### src/rtl/pe_result_unloader.sv
// Snapshots a flattened PE result array and streams it out one byte at a time with a valid/ready handshake.
// Optional trailing XOR checksum byte when PE_UNLOAD_CHECKSUM_EN is defined.
module pe_result_unloader #(
  parameter int M            = 2,
  parameter int N            = 2,
  parameter int OUTPUT_WIDTH = 32
) (
  input  logic                            clk,
  input  logic                            rst_n,
  input  logic [M*N*OUTPUT_WIDTH-1:0]     data_in,
  input  logic                            start,
  input  logic                            out_ready,
  output logic [7:0]                      out_byte,
  output logic                            out_valid,
  output logic                            busy,
  output logic                            done
);

  localparam int NPE   = M * N;
  localparam int BPP   = OUTPUT_WIDTH / 8;
  localparam int TOTAL = NPE * OUTPUT_WIDTH;
  localparam int PW    = (NPE > 1) ? $clog2(NPE) : 1;
  localparam int BW    = (BPP > 1) ? $clog2(BPP) : 1;

  localparam logic [PW-1:0] P_LAST = PW'(NPE - 1);
  localparam logic [BW-1:0] B_LAST = BW'(BPP - 1);
  localparam logic [PW-1:0] P_ONE  = PW'(1);
  localparam logic [BW-1:0] B_ONE  = BW'(1);

  localparam logic [1:0] S_IDLE = 2'd0;
  localparam logic [1:0] S_SEND = 2'd1;
  localparam logic [1:0] S_FIN  = 2'd2;

  logic [1:0]       state_r;
  logic [TOTAL-1:0] snap_r;
  logic [PW-1:0]    p_r;
  logic [BW-1:0]    b_r;
  logic [7:0]       out_byte_r;
  logic             out_valid_r;
  logic             busy_r;
  logic             done_r;
`ifdef PE_UNLOAD_CHECKSUM_EN
  logic [7:0]       csum_r;
  logic             chk_r;
`endif

  logic [PW-1:0]    p_nxt_s;
  logic [BW-1:0]    b_nxt_s;
  logic             last_data_s;

  function automatic logic [7:0] byte_at(input logic [TOTAL-1:0] snap,
                                         input logic [PW-1:0]    p,
                                         input logic [BW-1:0]    b);
    int idx;
    idx = int'(p) * BPP + int'(b);
    return snap[idx*8 +: 8];
  endfunction

  // Next (PE, byte) position in row-major, LSB-first order.
  always_comb begin
    p_nxt_s     = p_r;
    b_nxt_s     = b_r;
    last_data_s = (p_r == P_LAST) && (b_r == B_LAST);
    if (b_r == B_LAST) begin
      b_nxt_s = '0;
      p_nxt_s = p_r + P_ONE;
    end else begin
      b_nxt_s = b_r + B_ONE;
      p_nxt_s = p_r;
    end
  end

  // Unload sequencer; every output is a flop so it is glitch-free and held during stalls.
  always_ff @(posedge clk or negedge rst_n) begin
    if (!rst_n) begin
      state_r     <= S_IDLE;
      snap_r      <= '0;
      p_r         <= '0;
      b_r         <= '0;
      out_byte_r  <= 8'h00;
      out_valid_r <= 1'b0;
      busy_r      <= 1'b0;
      done_r      <= 1'b0;
`ifdef PE_UNLOAD_CHECKSUM_EN
      csum_r      <= 8'h00;
      chk_r       <= 1'b0;
`endif
    end else begin
      case (state_r)
        S_IDLE: begin
          done_r <= 1'b0;
          if (start) begin
            snap_r      <= data_in;
            p_r         <= '0;
            b_r         <= '0;
            out_byte_r  <= data_in[7:0];
            out_valid_r <= 1'b1;
            busy_r      <= 1'b1;
            state_r     <= S_SEND;
`ifdef PE_UNLOAD_CHECKSUM_EN
            csum_r      <= 8'h00;
            chk_r       <= 1'b0;
`endif
          end else begin
            out_byte_r  <= 8'h00;
            out_valid_r <= 1'b0;
            busy_r      <= 1'b0;
          end
        end
        S_SEND: begin
          if (out_ready) begin
`ifdef PE_UNLOAD_CHECKSUM_EN
            if (chk_r) begin
              state_r     <= S_FIN;
              out_byte_r  <= 8'h00;
              out_valid_r <= 1'b0;
              busy_r      <= 1'b0;
              done_r      <= 1'b1;
            end else if (last_data_s) begin
              // Checksum covers every data byte, including the one leaving now.
              chk_r      <= 1'b1;
              out_byte_r <= csum_r ^ out_byte_r;
            end else begin
              csum_r     <= csum_r ^ out_byte_r;
              p_r        <= p_nxt_s;
              b_r        <= b_nxt_s;
              out_byte_r <= byte_at(snap_r, p_nxt_s, b_nxt_s);
            end
`else
            if (last_data_s) begin
              state_r     <= S_FIN;
              out_byte_r  <= 8'h00;
              out_valid_r <= 1'b0;
              busy_r      <= 1'b0;
              done_r      <= 1'b1;
            end else begin
              p_r        <= p_nxt_s;
              b_r        <= b_nxt_s;
              out_byte_r <= byte_at(snap_r, p_nxt_s, b_nxt_s);
            end
`endif
          end else begin
            state_r <= S_SEND;
          end
        end
        S_FIN: begin
          done_r  <= 1'b0;
          state_r <= S_IDLE;
        end
        default: begin
          state_r     <= S_IDLE;
          out_byte_r  <= 8'h00;
          out_valid_r <= 1'b0;
          busy_r      <= 1'b0;
          done_r      <= 1'b0;
        end
      endcase
    end
  end

  assign out_byte  = out_byte_r;
  assign out_valid = out_valid_r;
  assign busy      = busy_r;
  assign done      = done_r;

endmodule

### config.mk
export PLATFORM = sky130hd
export DESIGN_NAME = pe_result_unloader
export DESIGN_NICKNAME = d
export VERILOG_FILES = /design/src/rtl/pe_result_unloader.sv
export SDC_FILE = /design/constraint.sdc
export NUM_CORES = 1
export LEC_CHECK = 0
export ABC_AREA = 1
export ABC_CLOCK_PERIOD_IN_PS = 1900
export CAP_MARGIN = 20
export CORE_ASPECT_RATIO = 1.5
export CORE_MARGIN = 2
export CORE_UTILIZATION = 45
export DETAILED_ROUTE_END_ITERATION = 7
export GPL_ROUTABILITY_DRIVEN = 0
export HOLD_SLACK_MARGIN = 0.03
export PLACE_DENSITY_LB_ADDON = 0.1
export SKIP_CTS_REPAIR_TIMING = 1
export SYNTH_ARGS = -nofsm -noshare
export SYNTH_HDL_FRONTEND = slang
export SYNTH_SLANG_ARGS = --single-unit
### constraint.sdc
create_clock -name clk -period 1.9 [get_ports clk]
set_input_delay 0.285 -clock clk [delete_from_list [all_inputs] [get_ports clk]]
set_output_delay 0.285 -clock clk [all_outputs]
set_load 0.01 [all_outputs]
==> impl_metrics.tcl, run 1 <==
set metrics [dict create \
    cts_root_buf "clkbuf_16" \
    layout-drive-gt1-share 0.07324 \
    dpl.hpwl_um 13310 \
    track_usage 0.2442 \
    drt-total-wl_um 19340 \
    dr.pass1.iters 5 \
    p_leak_nw 4.631 \
    drc 0 \
    clock_path_buffers 2 \
    finalHoldViolations 0 \
    grt_pass1_vias 6139 \
    fp.dieH_um 155.2 \
    fin_crit_sh 0.9340 \
    p_int_mw 9.522 \
    switching_share 0.3969 \
    critPathLaunchType "flip-flop" \
    die_w_um 104.8 \
    rsz0062_at_grt "false" \
    dpl_worst_slack_ns -0.09051 \
    cp_top_family "simple AND/OR/NAND/NOR gates" \
    area_growth_pct 35.70 \
    antenna_left 0 \
    cp.arrival_ns 2.08 \
    synth_area_leaders "dfrtp_1 (53%), nand2_1 (26%), nand3_1 (7.8%)" \
    crit_chain "ha_4, buf_4, nand2_1, nor2_1, nor2_1, nand2_1, nand3_1, nand3_1, nand2_1, nand2_1, nand2_1" \
    h-tree-depth 4 \
    yosysMostFrequentCell "nand2_1" \
    cp.required_ns 2.21 \
    worst_hold_slack_ns 0.3601 \
    synthArstFlopShare 1.000 \
    cpMaxStageDelayCell "dfrtp_2" \
    synth.distinct_cells 24 \
    die_area_mm2 0.01627 \
    crit_top_cell "nand2_1" \
    cp_max_fo 13 \
    netlist_instances 912 \
    synth_edf_count 0 \
    rr_startpoint "b_r[0]" \
    syn-num-nets 1046 \
    core_mm2 0.01500 \
    syn_area_mm2 0.006862 \
    fmax_mhz 563.5 \
    fin_skew_ns 0.006641 \
    ios 143 \
    p_per_area_mw_per_mm2 1696 \
    fin_cells 1264 \
    vdd_drop_max_uv 679.0 \
    port_buffers 142 \
    pwr-share-comb 0.447 \
    path_class "reg -> reg" \
    utilization 0.6207 \
    synth_top_area_cell "dfrtp_1" \
    max_stage_delay_ns 0.44 \
    pwr-share-clk 0.223 \
    setup_viol 0 \
    clock_latency_ns 0.42 \
    fin_total_pwr_mw 15.79 \
    crit_path_end_kind "flip-flop" \
    regArea_mm2 0.003605 \
    synth-seq-cells 144 \
    routedWlPerCell_um 15.30 \
    synthFlopType "dfrtp_1" \
    cts_tree "done" \
    grt_pass1_wl_um 31240 \
    initial_core_util 0.4574 \
    multi_input_area_mm2 0.002825 \
    startpoint "b_r[0]" \
    final_cell_area_mm2 0.009311 \
    final_net_count 1187 \
    yosysSeqAreaShare 0.5252 \
    seqPwrFrac 0.330 \
    critPathBufInv 1 \
    grt_overflow 0 \
    synthTopCellsByCount "nand2_1 (480), dfrtp_1 (144), nand3_1 (107)" \
    via_count 6187 \
    postLayoutSetupSlackWorst_ns 0.1254 \
    hold_path.class "in -> async" \
    syn_area_per_cell_um2 7.524 \
    cts_sinks 144 \
    drv_slew 0 \
    worstMarginPinSlew_ns 0.4266 \
    placedCellCount 1228 \
    clk_pin_slew_ns 0.06 \
    drv_cap 0 \
    grt_antenna_before_repair 0 \
    numCtsBuffers 17 \
    rows 55 \
    p_sw_mw 6.268 \
    grt_max_degree 93 \
    tns_ns 0 \
    period_minus_slack_ns 1.775 \
    yosysTopAreaCellShare 0.5252 \
    drtIter0Drc 452 \
    via_per_inst 4.895 \
    placed_cell_area_mm2 0.008620 \
    fillers 1407 \
    slew_headroom 0.7156 \
    synth_warnings 0 \
    outcome "finished clean" \
    diodes 0 \
]
## final timing paths
check                                   end  slack (ns)  cells past startpoint
worst max-delay path            out_byte[1]        0.13                     11
worst min-delay path            snap_r[122]        0.36                      2
worst max register to register  out_byte[1]        0.13                     11
worst min register to register   snap_r[70]        0.48                      2
max in group asynchronous        snap_r[97]        0.89                      3
min in group clk                 snap_r[22]        0.39                      3
## per-layer routing
metal / wire (um) / share of wire / vias to the layer above / track usage
met5: 0 / 0 / - / 0
met1: 8211 / 0.42 / 2857 / 0.3123
li1: - / - / 3122 / -
met3: 825 / 0.043 / 36 / 0.04525
met4: 530 / 0.027 / 0 / 0.08825
met2: 9776 / 0.51 / 172 / 0.4150
## kinds of logic after synthesis
kind of cell,synth area share
and+or+nand+nor,0.3561
DFF,0.5252
buffers and inverters,0.06528
AOI/OAI and AO/OA,0.04340
xor gates and xnor gates,0.006383
adders and majority gates,0.003646
## cell type report
cell class | instances | area share
Clock buffer | 19 | 0.04649
Clock inverter | 12 | 0.01989
Inverter | 50 | 0.02042
Multi-Input combinational cell | 666 | 0.3034
Sequential cell | 144 | 0.3871
Tap cell | 199 | 0.02674
Timing Repair Buffer | 174 | 0.1959
## sequential cells by signal, indices dropped and copies added (netlist names)
register / flops
b_r: 2
busy: 1
done: 1
out_byte: 8
p_r: 2
snap_r: 128
state_r: 2
## cell usage in the layout, fill, tap and decap left out
cell,Yosys,routed
buf_4,5,18
clkdlybuf4s50_1,0,141
inv_2,6,5
inv_4,0,1
clkinv_1,1,1
inv_6,0,2
nor2_1,12,12
ha_1,2,1
nor4_4,1,1
xor2_4,1,1
nand2_4,1,1
clkinv_4,0,2
o21ai_0,3,3
dlygate4sd3_1,0,1
o21ai_1,47,47
inv_1,43,43
xnor2_2,1,1
buf_6,1,2
clkinvlp_4,0,4
nor2_4,2,2
nand2_2,1,2
dfrtp_1,144,143
nand2_1,480,479
clkbuf_16,0,18
clkbuf_1,11,2
nand3_1,107,107
dfrtp_2,0,1
a21oi_1,6,6
o21ai_2,1,1
a311oi_1,1,1
buf_12,0,11
ha_4,0,1
bufinv_16,0,4
## power groups by stage
stage | registers (mW) | logic (mW) | clock network, mW
final | 5.21 | 7.05 | 3.53
after global routing | 5.36 | 7.91 | 3.70
after CTS | 5.19 | 6.94 | 3.57
after detailed placement | 5.23 | 6.89 | 0
after global placement | 5.21 | 6.80 | 0
after floorplan | 5.07 | 4.50 | 0
No activity file was read; power rests on OpenSTA's default activity.
==> run 2, diff against run 1 <==
--- a/config.mk
+++ b/config.mk
@@ -11,8 +11,8 @@
 export CORE_ASPECT_RATIO = 1.5
 export CORE_MARGIN = 2
 export CORE_UTILIZATION = 45
+export CTS_CLUSTER_SIZE = 8
 export DETAILED_ROUTE_END_ITERATION = 7
-export GPL_ROUTABILITY_DRIVEN = 0
 export HOLD_SLACK_MARGIN = 0.03
 export PLACE_DENSITY_LB_ADDON = 0.1
 export SKIP_CTS_REPAIR_TIMING = 1
==> results of run 2 <==
The final DEF is identical to that of run 1; final timing and power are the same.
==> run 3, diff against run 2 <==
--- a/config.mk
+++ b/config.mk
@@ -9,7 +9,6 @@
 export ABC_CLOCK_PERIOD_IN_PS = 1900
 export CAP_MARGIN = 20
 export CORE_ASPECT_RATIO = 1.5
-export CORE_MARGIN = 2
 export CORE_UTILIZATION = 45
 export CTS_CLUSTER_SIZE = 8
 export DETAILED_ROUTE_END_ITERATION = 7
==> impl_metrics.tcl, run 3 (same netlist as run 1, synthesis figures left out) <==
set metrics [dict create \
    cts_sinks 144 \
    crit_top_cell "nand2_1" \
    port_buffers 142 \
    layout_common_cells "nand2_1 (479), dfrtp_1 (143), clkdlybuf4s50_1 (141), nand3_1 (107), o21ai_1 (47)" \
    vdd_drop_max_uv 811.1 \
    drv_cap 0 \
    dr.pass1.iters 6 \
    crit_chain "buf_4, inv_2, buf_4, nand2_1, buf_6, nand2_1, nand3_1, nand3_1, nand3_1, nand3_1, nand2_1, nand2_1, nand2_1" \
    via_per_inst 4.954 \
    startpoint "b_r[0]" \
    grt_pass1_vias 6282 \
    p_leak_nw 4.622 \
    ios 143 \
    r2r_slack_ns 0.15 \
    cpMaxStageDelayCell "dfrtp_2" \
    dpl.hpwl_um 13960 \
    p_per_area_mw_per_mm2 1684 \
    hold_path.class "in -> async" \
    fin_skew_ns 0.008496 \
    place_congestion 0.8321 \
    die_w_um 102.8 \
    initial_core_util 0.4659 \
    clk_pin_slew_ns 0.06 \
    crit_path_end_kind "flip-flop" \
    path_class "reg -> reg" \
    routedWlPerCell_um 15.42 \
    h-tree-depth 4 \
    max_flop_register "snap_r" \
    multi_input_area_mm2 0.002829 \
    cp_max_fo 22 \
    diodes 0 \
    die_area_mm2 0.01576 \
    worstMarginPinSlew_ns 0.4712 \
    drc 0 \
    finalHoldViolations 0 \
    core_mm2 0.01473 \
    final_common_cell "nand2_1" \
    grt_overflow 0 \
    area_growth_pct 34.90 \
    clock_path_buffers 2 \
    layout-drive-gt1-share 0.07764 \
    tns_ns 0 \
    cp_top_family "simple AND/OR/NAND/NOR gates" \
    setup_viol 0 \
    drt-total-wl_um 19500 \
    rr_startpoint "b_r[0]" \
    drtIter0Drc 336 \
    outcome "finished clean" \
    period_minus_slack_ns 1.754 \
    cp.required_ns 2.22 \
    critPathLaunchType "flip-flop" \
    rr_endpoint "out_byte[2]" \
    placed_cell_area_mm2 0.008631 \
    fin_cells 1265 \
    cts_tree "done" \
    reg2reg_depth 13 \
    rows 54 \
    final_net_count 1190 \
    fp.dieH_um 153.2 \
    grt_antenna_before_repair 0 \
    cp.arrival_ns 2.07 \
    fillers 1360 \
    regArea_mm2 0.003605 \
    placedCellCount 1232 \
    numCtsBuffers 17 \
    drv_slew 0 \
    rsz0062_at_grt "false" \
    fin_crit_sh 0.9229 \
    dpl_worst_slack_ns 0.01746 \
    final_cell_area_mm2 0.009256 \
    grt_pass1_wl_um 31500 \
    via_count 6267 \
    slew_headroom 0.6858 \
    largest_reg_flops 128 \
    antenna_left 0 \
    utilization 0.6284 \
    postLayoutSetupSlackWorst_ns 0.1464 \
    fmax_mhz 570.3 \
    track_usage 0.2652 \
    cts_root_buf "clkbuf_16" \
    grt_max_degree 68 \
    clock_latency_ns 0.43 \
    max_stage_delay_ns 0.42 \
    critPathBufInv 4 \
]
-- run 3: worst max path at each step --
stage	endpoint	cells after the start	slack, ns
global route	out_byte[1]	13	0.001
finish	out_byte[2]	13	0.15
CTS	out_byte[0]	13	0.01
floorplan	out_byte[4]	12	0.19
global placement	out_byte[2]	11	0.08
detailed placement	out_byte[7]	13	0.02
-- run 3: worst register-to-register path, cell delays in order (launching register included) --
cell     delay, ns
dfrtp_2       0.42
buf_4         0.16
inv_2         0.07
buf_4         0.16
nand2_1       0.07
buf_6         0.17
nand2_1       0.07
nand3_1       0.08
nand3_1       0.09
nand3_1       0.10
nand3_1       0.09
nand2_1       0.06
nand2_1       0.06
nand2_1       0.04
-- run 3: area by class of cell --
type | count | share of cell area
clock buffers | 19 | 0.04677
clock inverters | 13 | 0.01757
inverters | 50 | 0.02055
multi-input cells | 666 | 0.3056
flip-flops and latches | 144 | 0.3894
well taps | 196 | 0.02649
repair buffers | 177 | 0.1936
-- run 3: metrics by stage --
step           hold slack (ns)  total power, mW
6_report                0.3702            15.59
5_1_grt                 0.3903            16.77
4_1_cts                -0.1915            15.60
3_5_place_dp            0.2548            12.15
3_3_place_gp            0.2508            12.04
2_1_floorplan         -0.01059            9.578
-- run 3: where the power goes --
group	internal [mW]	total, mW	leakage (nW)	switching [mW]
sequential	4.49	5.21	1.80	0.725
combinational	2.76	6.99	2.54	4.22
clock	2.06	3.39	0.283	1.32
-- run 3: metal layers --
layer  vias to the layer above  part of all wire  track usage
met3                        36             0.047      0.04710
li1                       3132                 -            -
met4                         0             0.033       0.1080
met1                      2915              0.40       0.3197
met2                       184              0.52       0.4584
met5                         -                 0            0
